$ cat src/rtl/framebuffer_window_ctrl.sv
// framebuffer_window_ctrl: DCS-style window controller for a panel framebuffer.
// CASET/PASET set the column/page window, RAMWR/RAMWRC stream RGB565 pixels
// into the window, which wraps back to its start once filled.
// Optional build macro: FB_WINDOW_PARAM_CHECK_EN rejects out-of-range windows
// and pulses o_param_err; when undefined all windows are accepted as given.
module framebuffer_window_ctrl #(
    parameter int H_RES  = 480,
    parameter int V_RES  = 320,
    parameter int ADDR_W = 18
) (
    input  logic              i_clk,
    input  logic              i_rst,
    input  logic [7:0]        i_command,
    input  logic              i_command_latch,
    input  logic [7:0]        i_param,
    input  logic              i_param_latch,
    input  logic [15:0]       i_rgb565,
    input  logic              i_rgb565_latch,
    output logic [ADDR_W-1:0] o_write_address,
    output logic [15:0]       o_write_data,
    output logic              o_write_enable,
    output logic              o_param_err
);

    typedef enum logic [1:0] {IDLE, CASET_P, PASET_P, WRITE} state_t;

    state_t      state, state_nxt;
    logic [2:0]  pcnt;
    logic [31:0] pbuf;           // {start[15:0], end[15:0]} after 4 params
    logic [15:0] sc, ec, sp, ep;
    logic [15:0] col, row;
    logic        seq_done_c, seq_done_p;
    logic        win_ok_c, win_ok_p;
    logic        commit_c, commit_p, pix_ok;
    logic [15:0] eff_sc, eff_sp;

`ifdef FB_WINDOW_PARAM_CHECK_EN
    assign win_ok_c = (pbuf[31:16] <= pbuf[15:0]) && (pbuf[15:0] < 16'(H_RES));
    assign win_ok_p = (pbuf[31:16] <= pbuf[15:0]) && (pbuf[15:0] < 16'(V_RES));
`else
    assign win_ok_c = 1'b1;
    assign win_ok_p = 1'b1;
`endif

    // State register
    always_ff @(posedge i_clk) begin
        if (i_rst) state <= IDLE;
        else       state <= state_nxt;
    end

    // Next state: any command wins; a finished param sequence falls back to IDLE
    always_comb begin
        state_nxt = state;
        if (i_command_latch) begin
            case (i_command)
                8'h2A:        state_nxt = CASET_P;
                8'h2B:        state_nxt = PASET_P;
                8'h2C, 8'h3C: state_nxt = WRITE;
                default:      state_nxt = IDLE;
            endcase
        end else if (seq_done_c || seq_done_p) begin
            state_nxt = IDLE;
        end
    end

    // FSM outputs: window commit strobes and pixel acceptance
    always_comb begin
        seq_done_c = (state == CASET_P) && (pcnt == 3'd4);
        seq_done_p = (state == PASET_P) && (pcnt == 3'd4);
        commit_c   = seq_done_c && win_ok_c;
        commit_p   = seq_done_p && win_ok_p;
        pix_ok     = (state == WRITE) && i_rgb565_latch && !i_command_latch;
    end

    // RAMWR issued in a commit cycle must see the freshly committed start
    assign eff_sc = commit_c ? pbuf[31:16] : sc;
    assign eff_sp = commit_p ? pbuf[31:16] : sp;

    // Parameter collection; any command restarts the count
    always_ff @(posedge i_clk) begin
        if (i_rst) begin
            pcnt <= 3'd0;
            pbuf <= 32'd0;
        end else if (i_command_latch) begin
            pcnt <= 3'd0;
        end else if ((state == CASET_P || state == PASET_P) && i_param_latch && pcnt < 3'd4) begin
            pbuf <= {pbuf[23:0], i_param};
            pcnt <= pcnt + 3'd1;
        end
    end

    // Window registers, updated only by a completed (and accepted) sequence
    always_ff @(posedge i_clk) begin
        if (i_rst) begin
            sc <= 16'd0;
            ec <= 16'(H_RES - 1);
            sp <= 16'd0;
            ep <= 16'(V_RES - 1);
        end else begin
            if (commit_c) {sc, ec} <= pbuf;
            if (commit_p) {sp, ep} <= pbuf;
        end
    end

    // Write pointer: reload on RAMWR, raster-advance inside the window per pixel
    always_ff @(posedge i_clk) begin
        if (i_rst) begin
            col <= 16'd0;
            row <= 16'd0;
        end else if (i_command_latch && i_command == 8'h2C) begin
            col <= eff_sc;
            row <= eff_sp;
        end else if (pix_ok) begin
            if (col < ec) begin
                col <= col + 16'd1;
            end else begin
                col <= sc;
                row <= (row == ep) ? sp : row + 16'd1;
            end
        end
    end

    // Framebuffer write port, one cycle behind the pixel strobe
    always_ff @(posedge i_clk) begin
        if (i_rst) begin
            o_write_enable  <= 1'b0;
            o_write_address <= '0;
            o_write_data    <= 16'h0000;
        end else begin
            o_write_enable <= pix_ok;
            if (pix_ok) begin
                o_write_address <= ADDR_W'(32'(row) * 32'(H_RES) + 32'(col));
                o_write_data    <= i_rgb565;
            end
        end
    end

`ifdef FB_WINDOW_PARAM_CHECK_EN
    // Rejected window: one-cycle error pulse in the cycle after the commit slot
    always_ff @(posedge i_clk) begin
        if (i_rst) o_param_err <= 1'b0;
        else       o_param_err <= (seq_done_c && !win_ok_c) || (seq_done_p && !win_ok_p);
    end
`else
    assign o_param_err = 1'b0;
`endif

endmodule
$ cat config.mk
export PLATFORM = sky130hd
export DESIGN_NAME = framebuffer_window_ctrl
export DESIGN_NICKNAME = d
export VERILOG_FILES = /design/src/rtl/framebuffer_window_ctrl.sv
export SDC_FILE = /design/constraint.sdc
export NUM_CORES = 1
export LEC_CHECK = 0
export ABC_CLOCK_PERIOD_IN_PS = 6500
export CAP_MARGIN = 25
export CORE_MARGIN = 3
export CORE_UTILIZATION = 55
export DETAILED_ROUTE_END_ITERATION = 6
export PLACE_DENSITY_LB_ADDON = 0.2
export SETUP_SLACK_MARGIN = 0.05
export SYNTH_ARGS = -nofsm -noshare
export SYNTH_HDL_FRONTEND = slang
export SYNTH_SLANG_ARGS = --single-unit
$ cat constraint.sdc
create_clock -name i_clk -period 6.5 [get_ports i_clk]
set_input_delay 1.3 -clock i_clk [delete_from_list [all_inputs] [get_ports i_clk]]
set_output_delay 1.3 -clock i_clk [all_outputs]
set_load 0.02 [all_outputs]
==> impl_metrics.xml <==
<?xml version="1.0" encoding="UTF-8"?>
<metrics>
  <group name="power_and_ir_drop">
    <metric name="p_clk_share" unit="%">50.9</metric>
    <metric name="internal-power" unit="W">0.001753</metric>
    <metric name="p_comb_share" unit="%">2.2</metric>
    <metric name="p_per_area" unit="nW/um^2">207.7</metric>
    <metric name="max-vdd-ir-drop" unit="uV">178.0</metric>
    <metric name="netSwitchingPower" unit="W">0.0004449</metric>
    <metric name="power_switching_share" unit="%">20.24</metric>
    <metric name="total_leakage_power" unit="nW">4.099</metric>
    <metric name="seqPwrFrac" unit="%">46.8</metric>
  </group>
  <group name="clocking">
    <metric name="clkTransAtPathRegs" unit="ns">0.07</metric>
    <metric name="cts_inserted_buffers" unit="">17</metric>
    <metric name="clock_tree.buffer_depth" unit="">2</metric>
    <metric name="ctsHoldBuffers" unit="">0</metric>
    <metric name="cts.repair.resized" unit="">0</metric>
    <metric name="clock-sinks" unit="">168</metric>
    <metric name="clk_latency" unit="ns">0.43</metric>
    <metric name="post_cts.repair.setup_buffers" unit="">0</metric>
    <metric name="ctsHtreeMaxLevel" unit="">4</metric>
    <metric name="cts_root_buf" unit="">sky130_fd_sc_hd__clkbuf_16</metric>
    <metric name="tritoncts" unit="">yes</metric>
  </group>
  <group name="placement">
    <metric name="hpwl" unit="mm">16.10</metric>
    <metric name="place_area" unit="sq um">9936</metric>
    <metric name="io_buffer_count" unit="">71</metric>
    <metric name="place.gp.congestion" unit="">0.8766</metric>
  </group>
  <group name="run_status">
    <metric name="outcome" unit="">completed</metric>
  </group>
  <group name="sta">
    <metric name="fin_worst_skew" unit="ns">0.009239</metric>
    <metric name="achievable-frequency" unit="GHz">0.2152</metric>
    <metric name="worstMarginPinSlew" unit="ns">0.9863</metric>
    <metric name="setup_tns" unit="ns">0</metric>
    <metric name="relative_slew_slack" unit="%">34.25</metric>
    <metric name="timing_max_transition_violations_final" unit="">0</metric>
    <metric name="rsz_0062_raised_after_global_routing" unit="">false</metric>
    <metric name="timing_hold_violations_final" unit="">0</metric>
    <metric name="tcrit_tclk_final" unit="%">71.50</metric>
    <metric name="setup_violations" unit="">0</metric>
    <metric name="timing.final.crit_period" unit="ns">4.648</metric>
  </group>
  <group name="logic_synthesis">
    <metric name="synth_compound_area_share" unit="%">15.97</metric>
    <metric name="proportion_of_synthesized_area_in_mux_cells" unit="%">4.384</metric>
    <metric name="syn_nets" unit="">1226</metric>
    <metric name="synthAdderAreaFrac" unit="%">11.65</metric>
    <metric name="yosys_warnings" unit="">0</metric>
    <metric name="share_of_async_settable_or_async_resettable_flops_after_synthesis" unit="%">0</metric>
    <metric name="postSynthRegisterBits" unit="">168</metric>
    <metric name="syn_inst" unit="">1116</metric>
    <metric name="number_of_unique_standard_cell_types_used_by_synthesis" unit="">62</metric>
    <metric name="post_synth_instance_area" unit="sq um">9133</metric>
    <metric name="postSynthAreaPerCell" unit="sq um">8.183</metric>
    <metric name="count_of_flip_flops_with_a_built_in_enable_after_synthesis" unit="">0</metric>
    <metric name="synth_simple_gate_area_share" unit="%">19.88</metric>
    <metric name="synth_sequential_area_ratio" unit="%">36.83</metric>
    <metric name="synth_ff_type" unit="">sky130_fd_sc_hd__dfxtp_1</metric>
    <metric name="main_combinational_cell_family_by_area_after_synthesis" unit="">simple AND/OR/NAND/NOR gates</metric>
    <metric name="synth-xor-area-share" unit="%">5.850</metric>
  </group>
  <group name="die">
    <metric name="ioPinCount" unit="">73</metric>
    <metric name="row_count" unit="">46</metric>
    <metric name="initial_utilization" unit="%">56.87</metric>
    <metric name="design.die.area" unit="sq um">18190</metric>
    <metric name="die_y" unit="um">134.9</metric>
    <metric name="die_w" unit="um">134.9</metric>
    <metric name="core_area" unit="sq um">16060</metric>
  </group>
  <group name="final_layout">
    <metric name="post_route_cells_drive_above_1_share" unit="%">5.575</metric>
    <metric name="fin_util" unit="%">65.91</metric>
    <metric name="diodes_inserted" unit="">0</metric>
    <metric name="finalInstanceArea" unit="sq um">10580</metric>
    <metric name="flow.area_growth_from_synthesis" unit="%">15.89</metric>
    <metric name="final_net_count" unit="">1265</metric>
  </group>
  <group name="setup_path">
    <metric name="critical_path_arrival" unit="ns">4.99</metric>
    <metric name="r2r_path_end" unit="">o_write_address[15]</metric>
    <metric name="timing.critical_path.to" unit="">o_write_address[15]</metric>
    <metric name="reg2reg_launch_point" unit="">row[2]</metric>
    <metric name="path_class" unit="">reg -&gt; reg</metric>
    <metric name="ff2ff_setup_slack" unit="ns">1.85</metric>
    <metric name="cp-start-kind" unit="">flip-flop</metric>
    <metric name="worstPathRequired" unit="ns">6.85</metric>
    <metric name="worst-path-max-fanout" unit="">7</metric>
    <metric name="critical_path_launch_point" unit="">row[2]</metric>
    <metric name="setup.worst_path.end_class" unit="">flip-flop</metric>
    <metric name="r2r.worst_path.cells" unit="">18</metric>
  </group>
  <group name="grt">
    <metric name="grt_usage" unit="%">25.87</metric>
    <metric name="grt_max_degree" unit="">81</metric>
    <metric name="grt_overflow_total" unit="">0</metric>
    <metric name="antenna_found_initial" unit="">0</metric>
    <metric name="first_global_vias" unit="">7439</metric>
    <metric name="global_route_wire_length_before_repair" unit="mm">37.82</metric>
  </group>
  <group name="route">
    <metric name="route.detailed.drc" unit="">0</metric>
    <metric name="wl_per_cell" unit="um">16.42</metric>
    <metric name="drt-pass1-iter-count" unit="">5</metric>
    <metric name="drtAntennaViolNets" unit="">0</metric>
    <metric name="drtIter0Drc" unit="">443</metric>
    <metric name="via_per_inst" unit="">5.597</metric>
    <metric name="postRouteWirelength" unit="mm">22.69</metric>
    <metric name="dr_total_vias" unit="">7735</metric>
  </group>
  <group name="run">
    <metric name="cap_viol_max_count" unit="">0</metric>
  </group>
  <group name="worst_hold_path">
    <metric name="timing.hold.worst.class" unit="">reg -&gt; reg</metric>
    <metric name="min_from" unit="">o_write_address[14]</metric>
  </group>
</metrics>
kinds of logic after synthesis:
kind of cell,count (synthesis)
compound gates,240
xor+xnor,61
fa+ha+maj,73
buf+inv,120
flops,168
mux,40
other cells,1
simple gates,413
through the flow:
stage	worst slack, ns	instances	total power (W)	hold slack [ns]
finish	1.852	1382	0.002198	0.4498
global route	1.547	1382	0.002253	0.4726
CTS	1.867	1382	0.002206	0.4512
detailed placement	1.917	1352	0.001102	0.4437
global placement	2.143	1352	0.001102	0.4387
floorplan	2.390	1116	0.001075	0.4363
worst min-delay path by stage:
| stage | end | slack (ns) | depth (start not counted) |
|---|---|---|---|
| 2_1_floorplan | ec[10] | 0.44 | 2 |
| 3_3_place_gp | o_write_address[10] | 0.44 | 2 |
| 3_5_place_dp | o_write_address[10] | 0.44 | 2 |
| 4_1_cts | o_write_address[10] | 0.45 | 2 |
| 5_1_grt | o_write_data[8] | 0.47 | 2 |
| 6_report | o_write_address[14] | 0.45 | 2 |
cell usage after synthesis, types with 5 or more instances:
cell                         n  area [sq um]
sky130_fd_sc_hd__nand2_1   240         900.9
sky130_fd_sc_hd__dfxtp_1   168          3363
sky130_fd_sc_hd__a21oi_1   129         645.6
sky130_fd_sc_hd__nor2_1     84         315.3
sky130_fd_sc_hd__inv_1      57         214.0
sky130_fd_sc_hd__ha_1       53         663.1
sky130_fd_sc_hd__xnor2_1    50         437.9
sky130_fd_sc_hd__clkbuf_1   45         168.9
sky130_fd_sc_hd__mux2i_1    40         400.4
sky130_fd_sc_hd__fa_1       20         400.4
sky130_fd_sc_hd__o21ai_0    19         95.09
sky130_fd_sc_hd__nand4_1    17         106.4
sky130_fd_sc_hd__a211oi_1   16         120.1
sky130_fd_sc_hd__nor3_1     16         80.08
sky130_fd_sc_hd__nand3_1    12         60.06
sky130_fd_sc_hd__a31oi_1    11         68.82
sky130_fd_sc_hd__xor2_1     11         96.34
sky130_fd_sc_hd__a21o_1     10         75.07
sky130_fd_sc_hd__o221ai_1    9         78.83
sky130_fd_sc_hd__a211o_1     8         70.07
sky130_fd_sc_hd__buf_2       8         40.04
sky130_fd_sc_hd__o22ai_1     8         50.05
sky130_fd_sc_hd__a22o_1      7         61.31
sky130_fd_sc_hd__and3_1      6         37.54
sky130_fd_sc_hd__nand3b_1    6         45.04
sky130_fd_sc_hd__buf_1       5         18.77
sky130_fd_sc_hd__nand2b_1    5         31.28
state kept, by name (all words and copies together), names as in the netlist:
name and count:
o_write_enable 1, state 2, ep 16, o_write_address 18, ec 16, col 16, pbuf 32, row 16
pcnt 3, sp 16, sc 16, o_write_data 16
area by class of cell:
class,instances,area (sq um)
multi-input combinational,828,5290
fill,1333,5474
sequential,168,3363
clock buffer,19,452.9
inverter,57,214.0
tap,216,270.3
clock inverter,11,195.2
timing repair buffer,83,798.3
worst max-delay path, cell delays in order (launching register included):
cell and delay, ns:
sky130_fd_sc_hd__dfxtp_1 0.52, sky130_fd_sc_hd__inv_1 0.19, sky130_fd_sc_hd__fa_1 0.51, sky130_fd_sc_hd__fa_1 0.51, sky130_fd_sc_hd__inv_1 0.04, sky130_fd_sc_hd__ha_1 0.24, sky130_fd_sc_hd__a211oi_1 0.32, sky130_fd_sc_hd__nor2_1 0.11
sky130_fd_sc_hd__o21a_1 0.19, sky130_fd_sc_hd__nor2_1 0.11, sky130_fd_sc_hd__xnor2_1 0.13, sky130_fd_sc_hd__ha_1 0.31, sky130_fd_sc_hd__a2111oi_0 0.44, sky130_fd_sc_hd__o21ai_0 0.21, sky130_fd_sc_hd__a21o_1 0.20, sky130_fd_sc_hd__a21oi_1 0.17
sky130_fd_sc_hd__xnor2_1 0.13, sky130_fd_sc_hd__nand2_1 0.07, sky130_fd_sc_hd__a21oi_1 0.17
power groups by stage:
stage	combinational [W]	clock (W)	sequential, W
finish	0.0000488	0.00112	0.00103
global route	0.0000528	0.00117	0.00103
CTS	0.0000487	0.00113	0.00103
detailed placement	0.0000487	0	0.00105
global placement	0.0000488	0	0.00105
floorplan	0.0000220	0	0.00105
metal layers:
| metal | global-route usage, % | routed length, um | up-vias |
|---|---|---|---|
| met4 | 8.145 | 501 | 0 |
| li1 | - | - | 3872 |
| met2 | 41.94 | 10740 | 236 |
| met1 | 35.26 | 10190 | 3597 |
| met3 | 4.694 | 1266 | 30 |
| met5 | 0 | 0 | - |
layout by cell type (no fill, tap or decap), types with 11 or more instances in the layout:
master / Yosys / routed
sky130_fd_sc_hd__a211oi_1: 16 / 16
sky130_fd_sc_hd__a21oi_1: 129 / 129
sky130_fd_sc_hd__a31oi_1: 11 / 11
sky130_fd_sc_hd__buf_4: 2 / 13
sky130_fd_sc_hd__clkbuf_16: 0 / 17
sky130_fd_sc_hd__clkdlybuf4s50_1: 0 / 70
sky130_fd_sc_hd__dfxtp_1: 168 / 168
sky130_fd_sc_hd__fa_1: 20 / 20
sky130_fd_sc_hd__ha_1: 53 / 53
sky130_fd_sc_hd__inv_1: 57 / 57
sky130_fd_sc_hd__mux2i_1: 40 / 40
sky130_fd_sc_hd__nand2_1: 240 / 240
sky130_fd_sc_hd__nand3_1: 12 / 12
sky130_fd_sc_hd__nand4_1: 17 / 17
sky130_fd_sc_hd__nor2_1: 84 / 83
sky130_fd_sc_hd__nor3_1: 16 / 16
sky130_fd_sc_hd__o21ai_0: 19 / 19
sky130_fd_sc_hd__xnor2_1: 50 / 50
sky130_fd_sc_hd__xor2_1: 11 / 11
Power figures use the tool's default switching activity.
